**src/rtl/kernel_launcher_pkg.sv**
```systemverilog
// Shared types and widths for the kernel launcher and its command FIFO.
package kernel_launcher_pkg;

    localparam int THREAD_COUNT_WIDTH = 8;
    localparam int PERF_COUNT_WIDTH   = 16;

    // LOAD is a one-cycle gap that keeps the dispatcher in reset between kernels.
    typedef enum logic [1:0] {
        IDLE     = 2'd0,
        LOAD     = 2'd1,
        RUN      = 2'd2,
        COMPLETE = 2'd3
    } state_e;

endpackage

```
**src/rtl/kernel_launcher_fifo.sv**
```systemverilog
// launch_fifo: synchronous command FIFO with push/pop/flush and a registered
// occupancy count. Flush empties the queue on the same edge and drops any
// push in that cycle. DEPTH must be a power of two so the pointers wrap freely.
module launch_fifo #(
    parameter int DEPTH = 4,
    parameter int WIDTH = 12
) (
    input  logic                     clk,
    input  logic                     rst_n,
    input  logic                     push,
    input  logic                     pop,
    input  logic                     flush,
    input  logic [WIDTH-1:0]         wr_data,
    output logic [WIDTH-1:0]         rd_data,
    output logic                     full,
    output logic                     empty,
    output logic [$clog2(DEPTH):0]   count
);

    localparam int PW = $clog2(DEPTH);
    localparam int CW = PW + 1;

    logic [PW-1:0]    wr_ptr_q, wr_ptr_d;
    logic [PW-1:0]    rd_ptr_q, rd_ptr_d;
    logic [CW-1:0]    count_q, count_d;
    logic [WIDTH-1:0] mem_q [DEPTH];
    logic             do_push, do_pop;

    assign full    = (count_q == CW'(DEPTH));
    assign empty   = (count_q == '0);
    assign count   = count_q;
    assign rd_data = mem_q[rd_ptr_q];
    assign do_push = push && !full && !flush;
    assign do_pop  = pop && !empty && !flush;

    // Next pointer/count: flush overrides everything, otherwise push and pop combine.
    always_comb begin
        // NOTE: every output of a combinational block gets a default first, so no path leaves it unassigned and no latch is inferred.
        wr_ptr_d = wr_ptr_q;
        rd_ptr_d = rd_ptr_q;
        count_d  = count_q;
        if (flush) begin
            rd_ptr_d = wr_ptr_q;
            count_d  = '0;
        end else begin
            if (do_push) wr_ptr_d = wr_ptr_q + PW'(1);
            if (do_pop)  rd_ptr_d = rd_ptr_q + PW'(1);
            unique case ({do_push, do_pop})
                2'b10:   count_d = count_q + CW'(1);
                2'b01:   count_d = count_q - CW'(1);
                default: count_d = count_q;
            endcase
        end
    end

    // Pointer and occupancy registers.
    always_ff @(posedge clk or negedge rst_n) begin
        if (!rst_n) begin
            // NOTE: state registers use non-blocking assignments so every flop samples pre-edge values regardless of block order.
            wr_ptr_q <= '0;
            rd_ptr_q <= '0;
            count_q  <= '0;
        end else begin
            wr_ptr_q <= wr_ptr_d;
            rd_ptr_q <= rd_ptr_d;
            count_q  <= count_d;
        end
    end

    // Storage array write port.
    always_ff @(posedge clk) begin
        // NOTE: the storage array is deliberately not reset; entries are only read after being written, and the count guards validity.
        if (do_push) mem_q[wr_ptr_q] <= wr_data;
    end

endmodule

```
**src/rtl/kernel_launcher.sv**
```systemverilog
// kernel_launcher: buffers launch commands, runs them one at a time on the
// block dispatcher and returns tagged completions.
// Optional build macro KERNEL_LAUNCHER_PERF_EN adds cpl_cycles, the number of
// cycles the completed kernel spent in RUN (saturating, 0 for empty kernels).
module kernel_launcher
    import kernel_launcher_pkg::*;
#(
    parameter int QUEUE_DEPTH = 4,
    parameter int TAG_WIDTH   = 4
) (
    input  logic                           clk,
    input  logic                           reset,
    input  logic                           cmd_valid,
    output logic                           cmd_ready,
    input  logic [THREAD_COUNT_WIDTH-1:0]  cmd_thread_count,
    input  logic [TAG_WIDTH-1:0]           cmd_tag,
    input  logic                           flush,
    output logic                           dispatch_reset,
    output logic                           dispatch_start,
    output logic [THREAD_COUNT_WIDTH-1:0]  dispatch_thread_count,
    input  logic                           dispatch_done,
    output logic                           cpl_valid,
    input  logic                           cpl_ready,
    output logic [TAG_WIDTH-1:0]           cpl_tag,
    output logic                           busy,
    output logic [$clog2(QUEUE_DEPTH):0]   queue_count
`ifdef KERNEL_LAUNCHER_PERF_EN
    ,
    output logic [PERF_COUNT_WIDTH-1:0]    cpl_cycles
`endif
);

    localparam int ENTRY_WIDTH = THREAD_COUNT_WIDTH + TAG_WIDTH;

    state_e                          state_q, state_d;
    logic [THREAD_COUNT_WIDTH-1:0]   cur_tc_q, cur_tc_d;
    logic [TAG_WIDTH-1:0]            cur_tag_q, cur_tag_d;
    logic                            cpl_valid_q, cpl_valid_d;
    logic [TAG_WIDTH-1:0]            cpl_tag_q, cpl_tag_d;
    logic                            start_q, start_d;
    logic                            dreset_q, dreset_d;

    logic                            fifo_pop;
    logic                            fifo_full, fifo_empty;
    logic [ENTRY_WIDTH-1:0]          fifo_rd_data;

    launch_fifo #(
        .DEPTH (QUEUE_DEPTH),
        .WIDTH (ENTRY_WIDTH)
    ) u_fifo (
        .clk     (clk),
        .rst_n   (reset),
        .push    (cmd_valid),
        .pop     (fifo_pop),
        .flush   (flush),
        .wr_data ({cmd_thread_count, cmd_tag}),
        .rd_data (fifo_rd_data),
        .full    (fifo_full),
        .empty   (fifo_empty),
        .count   (queue_count)
    );

    assign cmd_ready             = !fifo_full;
    assign busy                  = (state_q != IDLE) || !fifo_empty;
    assign dispatch_start        = start_q;
    assign dispatch_reset        = dreset_q;
    assign dispatch_thread_count = cur_tc_q;
    assign cpl_valid             = cpl_valid_q;
    assign cpl_tag               = cpl_tag_q;

    // Next-state, current-kernel capture and completion-register logic.
    always_comb begin
        state_d     = state_q;
        cur_tc_d    = cur_tc_q;
        cur_tag_d   = cur_tag_q;
        cpl_valid_d = cpl_valid_q;
        cpl_tag_d   = cpl_tag_q;
        fifo_pop    = 1'b0;

        if (cpl_valid_q && cpl_ready) cpl_valid_d = 1'b0;

        unique case (state_q)
            IDLE: begin
                // A flush in the same cycle wins over starting the head command.
                if (!fifo_empty && !flush) begin
                    fifo_pop               = 1'b1;
                    {cur_tc_d, cur_tag_d}  = fifo_rd_data;
                    state_d                = LOAD;
                end
            end
            LOAD: begin
                state_d = (cur_tc_q == '0) ? COMPLETE : RUN;
            end
            RUN: begin
                if (dispatch_done) state_d = COMPLETE;
            end
            COMPLETE: begin
                if (!cpl_valid_q || cpl_ready) begin
                    cpl_valid_d = 1'b1;
                    cpl_tag_d   = cur_tag_q;
                    state_d     = IDLE;
                end
            end
            default: state_d = IDLE;
        endcase

        start_d  = (state_d == RUN);
        dreset_d = (state_d != RUN);
    end

    // FSM, current kernel and completion registers.
    always_ff @(posedge clk or negedge reset) begin
        if (!reset) begin
            state_q     <= IDLE;
            cur_tc_q    <= '0;
            cur_tag_q   <= '0;
            cpl_valid_q <= 1'b0;
            cpl_tag_q   <= '0;
            start_q     <= 1'b0;
            dreset_q    <= 1'b1;
        end else begin
            state_q     <= state_d;
            cur_tc_q    <= cur_tc_d;
            cur_tag_q   <= cur_tag_d;
            cpl_valid_q <= cpl_valid_d;
            cpl_tag_q   <= cpl_tag_d;
            start_q     <= start_d;
            dreset_q    <= dreset_d;
        end
    end

`ifdef KERNEL_LAUNCHER_PERF_EN
    logic [PERF_COUNT_WIDTH-1:0] run_cnt_q, run_cnt_d;
    logic [PERF_COUNT_WIDTH-1:0] cpl_cycles_q, cpl_cycles_d;

    assign cpl_cycles = cpl_cycles_q;

    // RUN-cycle counter: cleared on entry to RUN, saturating; captured alongside the tag.
    always_comb begin
        run_cnt_d    = run_cnt_q;
        cpl_cycles_d = cpl_cycles_q;
        if (state_q == LOAD && state_d == RUN) begin
            run_cnt_d = '0;
        end else if (state_q == RUN && run_cnt_q != '1) begin
            run_cnt_d = run_cnt_q + PERF_COUNT_WIDTH'(1);
        end
        if (state_q == COMPLETE && state_d == IDLE) begin
            cpl_cycles_d = (cur_tc_q == '0) ? '0 : run_cnt_q;
        end
    end

    // Performance counter registers.
    always_ff @(posedge clk or negedge reset) begin
        if (!reset) begin
            run_cnt_q    <= '0;
            cpl_cycles_q <= '0;
        end else begin
            run_cnt_q    <= run_cnt_d;
            cpl_cycles_q <= cpl_cycles_d;
        end
    end
`endif

endmodule

```
**config.mk**
```make
export PLATFORM = sky130hd
export DESIGN_NAME = kernel_launcher
export DESIGN_NICKNAME = d
export VERILOG_FILES = /design/src/rtl/kernel_launcher_pkg.sv /design/src/rtl/kernel_launcher_fifo.sv /design/src/rtl/kernel_launcher.sv
export SDC_FILE = /design/constraint.sdc
export NUM_CORES = 1
export LEC_CHECK = 0
export CAP_MARGIN = 20
export CORE_MARGIN = 3
export CORE_UTILIZATION = 30
export CTS_BUF_LIST = sky130_fd_sc_hd__clkbuf_8
export CTS_CLUSTER_SIZE = 25
export DETAILED_ROUTE_END_ITERATION = 16
export PLACE_DENSITY = 0.47
export SYNTH_ARGS = -nofsm -noshare
export SYNTH_HDL_FRONTEND = slang
export SYNTH_HIERARCHICAL = 1
export SYNTH_SLANG_ARGS = --single-unit
```
**constraint.sdc**
```tcl
create_clock -name clk -period 8.8 [get_ports clk]
set_clock_uncertainty 0.2 [all_clocks]
set_input_delay 0.88 -clock clk [delete_from_list [all_inputs] [get_ports clk]]
set_output_delay 0.88 -clock clk [all_outputs]
set_load 0.05 [all_outputs]
```
== Word level (Yosys, flattened, before mapping) ==
Memories as Yosys holds them, arrays and structs flattened. A register that Yosys moved wholly into a read port is not among the register bits.
Index checks and enable logic that the tools add are counted.

* $add $sub $neg: 4
* Equal/unequal tests: 8
* Mux-type cells: 16
* Bitwise gates (word level): 1
* Reduce and logical (&&, ||, !) cells: 22

{| class="wikitable"
|+ Operators with widths
! kind !! count
|-
| 2-bit two-way mux || 5
|-
| 2-bit equality test, second input constant || 4
|-
| 8-bit zero test || 1
|-
| 1-bit two-way mux || 8
|-
| 2-bit case mux with 4 select lines || 1
|-
| 1-bit logical AND || 6
|-
| 3-bit case mux with 2 select lines || 1
|-
| 2-bit AND reduction || 3
|-
| 1-bit zero test || 5
|-
| 2-bit by 1-bit adder with 2-bit output, second input constant || 2
|-
| 2-bit by 1-bit equality test with 1-bit output, second input constant || 2
|-
| 2-bit nonzero test || 2
|-
| 3-bit by 1-bit adder with 3-bit output, second input constant || 1
|-
| 3-bit equality test, second input constant || 1
|-
| 3-bit zero test || 1
|-
| 3-bit two-way mux || 1
|-
| 3-bit nonzero test || 1
|-
| 3-bit by 1-bit subtractor with 3-bit output, second input constant || 1
|-
| 2-bit zero test || 1
|-
| 1-bit logical OR || 2
|-
| 2-bit != test, second input constant || 1
|-
| 1-bit NOT || 1
|}

* Register bits: 16
* Memory bits (writable): 48
* Input port bits: 18
* Output and inout bits: 20
* Memories: 1

{| class="wikitable"
|+ Memories
! memory !! depth !! width !! rd ports !! clocked after memory_dff !! wr ports !! line !! RTL
|-
| u_fifo.mem_q || 4 || 12 || 1 || 1 || 1 || kernel_launcher_fifo.sv:26 || <nowiki>logic [WIDTH-1:0] mem_q [DEPTH];</nowiki>
|}

== Logic depth before layout (Yosys ltp) ==
* Depth in word-level cells: 10
* Gate-level depth with buffers: 11
* Depth with buffers taken out: 8

== Cells and area by module ==
Netlist, hierarchy kept.

{| class="wikitable"
|+ By module, submodules not included
! module !! instances !! cells an instance !! area each (um^2) !! sequential area each (um^2)
|-
| launch_fifo || 1 || 126 || 2,423.6 || 1,616.6
|-
| kernel_launcher || 1 || 58 || 839.6 || 526.8
|}

== Worst setup path after synthesis ==
Ideal clock, no wire load.

* Path type: reg2reg
* From: register u_fifo.count_q[0] (netlist: u_fifo/count[0])
* To: register u_fifo.count_q[1] (netlist: u_fifo/count[1])
* Library setup time: 133 ps
* Arrival time: 2,727 ps
* Data required time: 8,467 ps
* Setup slack: 5,740 ps
* Stages on the path, launching flop included: 12
* Period minus slack after synthesis: 3,060 ps
* Path through: dfrtp_1 > clkbuf_8 > nor3_1 > nor4_4 > buf_6 > buf_4 > o31ai_4 > nor3_1 > fa_1 > o21a_1 > o211ai_1 > a221oi_2

* Longest elaborated chain between the ends: 10
* Elaborated cells between the ends (all ways): 18

{| class="wikitable"
|+ RTL lines
! element !! line !! RTL
|-
| start, declared || kernel_launcher_fifo.sv:25 || <nowiki>logic [CW-1:0] count_q, count_d;</nowiki>
|-
| start signal, assigned || kernel_launcher_fifo.sv:66 || <nowiki>count_q <= count_d;</nowiki>
|-
| 3-bit zero test * || kernel_launcher_fifo.sv:30 || <nowiki>assign empty = (count_q == '0);</nowiki>
|-
| named net fifo_empty || kernel_launcher.sv:44 || <nowiki>logic fifo_full, fifo_empty;</nowiki>
|-
| 1-bit zero test * || kernel_launcher.sv:85 || <nowiki>if (!fifo_empty && !flush) begin</nowiki>
|-
| 1-bit logical AND * || kernel_launcher.sv:85 ||
|-
| 1-bit two-way mux * || kernel_launcher.sv:85 ||
|-
| 1-bit two-way mux * || kernel_launcher.sv:82 || <nowiki>unique case (state_q)</nowiki>
|-
| named net fifo_pop || kernel_launcher.sv:43 || <nowiki>logic fifo_pop;</nowiki>
|-
| 1-bit logical AND * (2 in series) || kernel_launcher_fifo.sv:34 || <nowiki>assign do_pop = pop && !empty && !flush;</nowiki>
|-
| 2-bit by 1-bit equality test with 1-bit output or 2-bit equality test (tied branches) || kernel_launcher_fifo.sv:48 || <nowiki>unique case ({do_push, do_pop})</nowiki>
|-
| 3-bit case mux with 2 select lines || kernel_launcher_fifo.sv:48 ||
|-
| 3-bit two-way mux || kernel_launcher_fifo.sv:42 || <nowiki>if (flush) begin</nowiki>
|}

The timed path passes the listed nets; every way through them passes the cells marked *.
A chain may end at the register's enable or synchronous reset.

== Final worst setup path ==
* From: register u_fifo.count_q[0] (netlist: u_fifo/count[0])
* To: output port busy

* Longest elaborated chain between the ends: 3

{| class="wikitable"
|+ RTL lines
! element !! line !! RTL
|-
| 3-bit zero test || kernel_launcher_fifo.sv:30 ||
|-
| named net fifo_empty || kernel_launcher.sv:44 ||
|-
| 1-bit zero test || kernel_launcher.sv:64 || <nowiki>assign busy = (state_q != IDLE) || !fifo_empty;</nowiki>
|-
| 1-bit logical OR || kernel_launcher.sv:64 ||
|-
| end, declared || kernel_launcher.sv:25 || <nowiki>output logic busy,</nowiki>
|}

The timed path passes the listed nets, and every way through them passes these cells.

==> reports/results.ini <==
[status]
status=complete, no violations

[timing]
whs_ns=0.307
setup_tns_ns=0
clock.fmax_ghz=0.295
slew-limit-headroom_pct=37.0
min_period_over_period_pct=38.6
rsz0062_at_grt=false
finalHoldViolCount=0
maxSlewViolCount=0
finalCriticalPeriod_ns=3.40
worst_pin_slew_ns=0.946
setup_viol=0

[global_routing]
antenna_found_initial=0
grt_pass1_vias=1713
overflow=0
grt_max_degree=29
grt_pass1_wl_um=9480
track_usage_pct=10.8

[detailed_routing]
drcViolationCount=0
dr_total_vias=1668
antenna_left=0
drt_iter0_markers=63
first_pass_iters=4
postRouteWirelength_um=5900
wl_per_cell_um=16.2
vias_per_cell=4.57

[die]
fp.coreArea_sq_um=10500
dieArea_sq_um=12200
ios=38
fp.dieW_um=110
start_util_pct=31.2
fp.dieH_um=110
rows=37

[run]
maxCapViolCount=0

[cts]
cts_setup_buffers=0
postCtsResizedCells=0
holdBufCountCts=0
cts_sinks=76
cts_tree=built
clk_latency_ns=0.34
clockRootBuffer=clkbuf_8
numCtsBuffers=9
max-clock-path-buffers=2
cts.clk_slew.worst_paths_ns=0.08
cts_max_level=3

[synthesis]
synth.distinct_cells=48
ys_seq_area_share_pct=65.7
synthesis.nets=207
syn_area_sq_um=3260
synth_edf_count=48
synth_area_leaders=edfxtp_1 (44%), dfrtp_1 (21%), mux4_2 (7.6%), mux2_2 (5.5%), ha_1 (1.5%)
yosysTopAreaCellShare_pct=44.2
avgSynthCellArea_sq_um=17.7
synth_top_area_cell=edfxtp_1
ys.warnings.count=6
synthFlopType=edfxtp_1
yosysMostFrequentCell=edfxtp_1
synthTopCellsByCount=edfxtp_1 (48), dfrtp_1 (27), mux2_2 (16)
ys_async_sr_fraction_pct=36.8
synth-seq-cells=76
synthCells=184

[placed_design]
place.gp.congestion=0.715
hpwl_um=3730
dp_cells=349
port_buffers=37

[critical_path]
cp.required_ns=7.72
critPathArrivalTime_ns=2.32
endpoint_kind=output port
ff2ff_setup_slack_ns=6.06
worst-path-max-fanout=13
critPathLaunchType=flop
critPathKind=reg -> out

[layout]
diodes=0
drive_above_1_share_pct=26.2
finalNetCount=247
final_cells=365
area_delta_synth_final_pct=20.8

[pwr]
ir_drop_v=0.000148
power.leakage_nw=1.36
power.density_nw_per_um2=312
totalPowerFinal_w=0.00123

[min_path]
hold_class=reg -> reg

[worst max-delay path: stages, from the launching register on]
cell and delay (ns):
dfrtp_1 0.62, nor3_1 0.54, nand2_1 0.09, clkdlybuf4s50_1 0.72
[registers in the layout, summed over array words and instances (netlist names)]
| signal | flops |
|---|---|
| cpl_tag | 4 |
| cpl_valid | 1 |
| cur_tag_q | 4 |
| dispatch_reset | 1 |
| dispatch_start | 1 |
| dispatch_thread_count | 8 |
| state_q | 2 |
| u_fifo/count | 3 |
| u_fifo/mem_q | 48 |
| u_fifo/rd_ptr_q | 2 |
| u_fifo/wr_ptr_q | 2 |
[report_power, final]
group          leakage (nW)  internal [W]  switching (W)
clock                 0.102      0.000161       0.000131
sequential            0.778      0.000462      0.0000805
combinational         0.482      0.000176       0.000221
total                  1.36      0.000799       0.000432
[worst paths after layout]
path / to / cells after the start / start
min in group asynchronous: u_fifo/count[1]$_DFFE_PN0P_ / 2 / reset
max in group asynchronous: dispatch_reset$_DFF_PN1_ / 2 / reset
min reg2reg: cpl_tag[3]$_DFFE_PN0P_ / 1 / cpl_tag[3]$_DFFE_PN0P_
max reg2reg: u_fifo/count[1]$_DFFE_PN0P_ / 8 / u_fifo/count[0]$_DFFE_PN0P_
max: busy / 3 / u_fifo/count[0]$_DFFE_PN0P_
min: cpl_tag[3]$_DFFE_PN0P_ / 1 / cpl_tag[3]$_DFFE_PN0P_
[layer usage]
layer	global-route usage, %	up-vias	part of all wire, %
met5	0	-	0
met4	3.52	0	1.1
met3	3.67	4	4.0
met2	17.9	34	52
met1	13.3	846	43
li1	-	784	-
[cells in the final DEF, fill, tap and decap left out, types with 2 or more instances in the layout]
master	instances
clkdlybuf4s50_1	37
nor3_1	6
and2_2	4
buf_4	2
clkbuf_8	9
dfrtp_1	27
nor2_1	4
inv_1	7
nor3b_4	2
o21ai_0	3
nand2_1	4
xor2_1	3
nand3_1	4
ha_1	4
mux4_2	11
edfxtp_1	48
nor4_1	2
bufinv_16	2
a21oi_1	2
mux2_2	16
o21a_1	2
clkinvlp_4	3
[cells by family (layout without fill, tap and decap cells)]
kind of cell | after synthesis | count (layout) | share of synthesized area, %
DFF | 76 | 76 | 65.7
and+or+nand+nor | 34 | 34 | 7.13
muxes | 30 | 30 | 14.7
AOI/OAI and AO/OA | 18 | 18 | 5.33
buffers and inverters | 17 | 62 | 3.91
adders and majority gates | 5 | 5 | 2.15
xor gates and xnor gates | 4 | 4 | 1.07
[area by class of cell]
cell class              instances  area (sq um)
well taps                     136           170
clock buffers                   9           124
fillers                      1028          6520
multi-input cells              91           992
repair buffers                 39           385
clock inverters                 7           100
inverters                       7          26.3
flip-flops and latches         76          2140
[through the flow]
| step | area, sq um | setup WS, ns | util, % |
|---|---|---|---|
| 2_1_floorplan | 3260 | 5.74 | - |
| 3_3_place_gp | 3720 | 5.35 | 35.5 |
| 3_5_place_dp | 3720 | 5.33 | 35.5 |
| 4_1_cts | 3940 | 5.34 | 37.7 |
| 5_1_grt | 3940 | 5.20 | 37.7 |
| 6_report | 3940 | 5.40 | 37.7 |
Power figures use the tool's default switching activity.
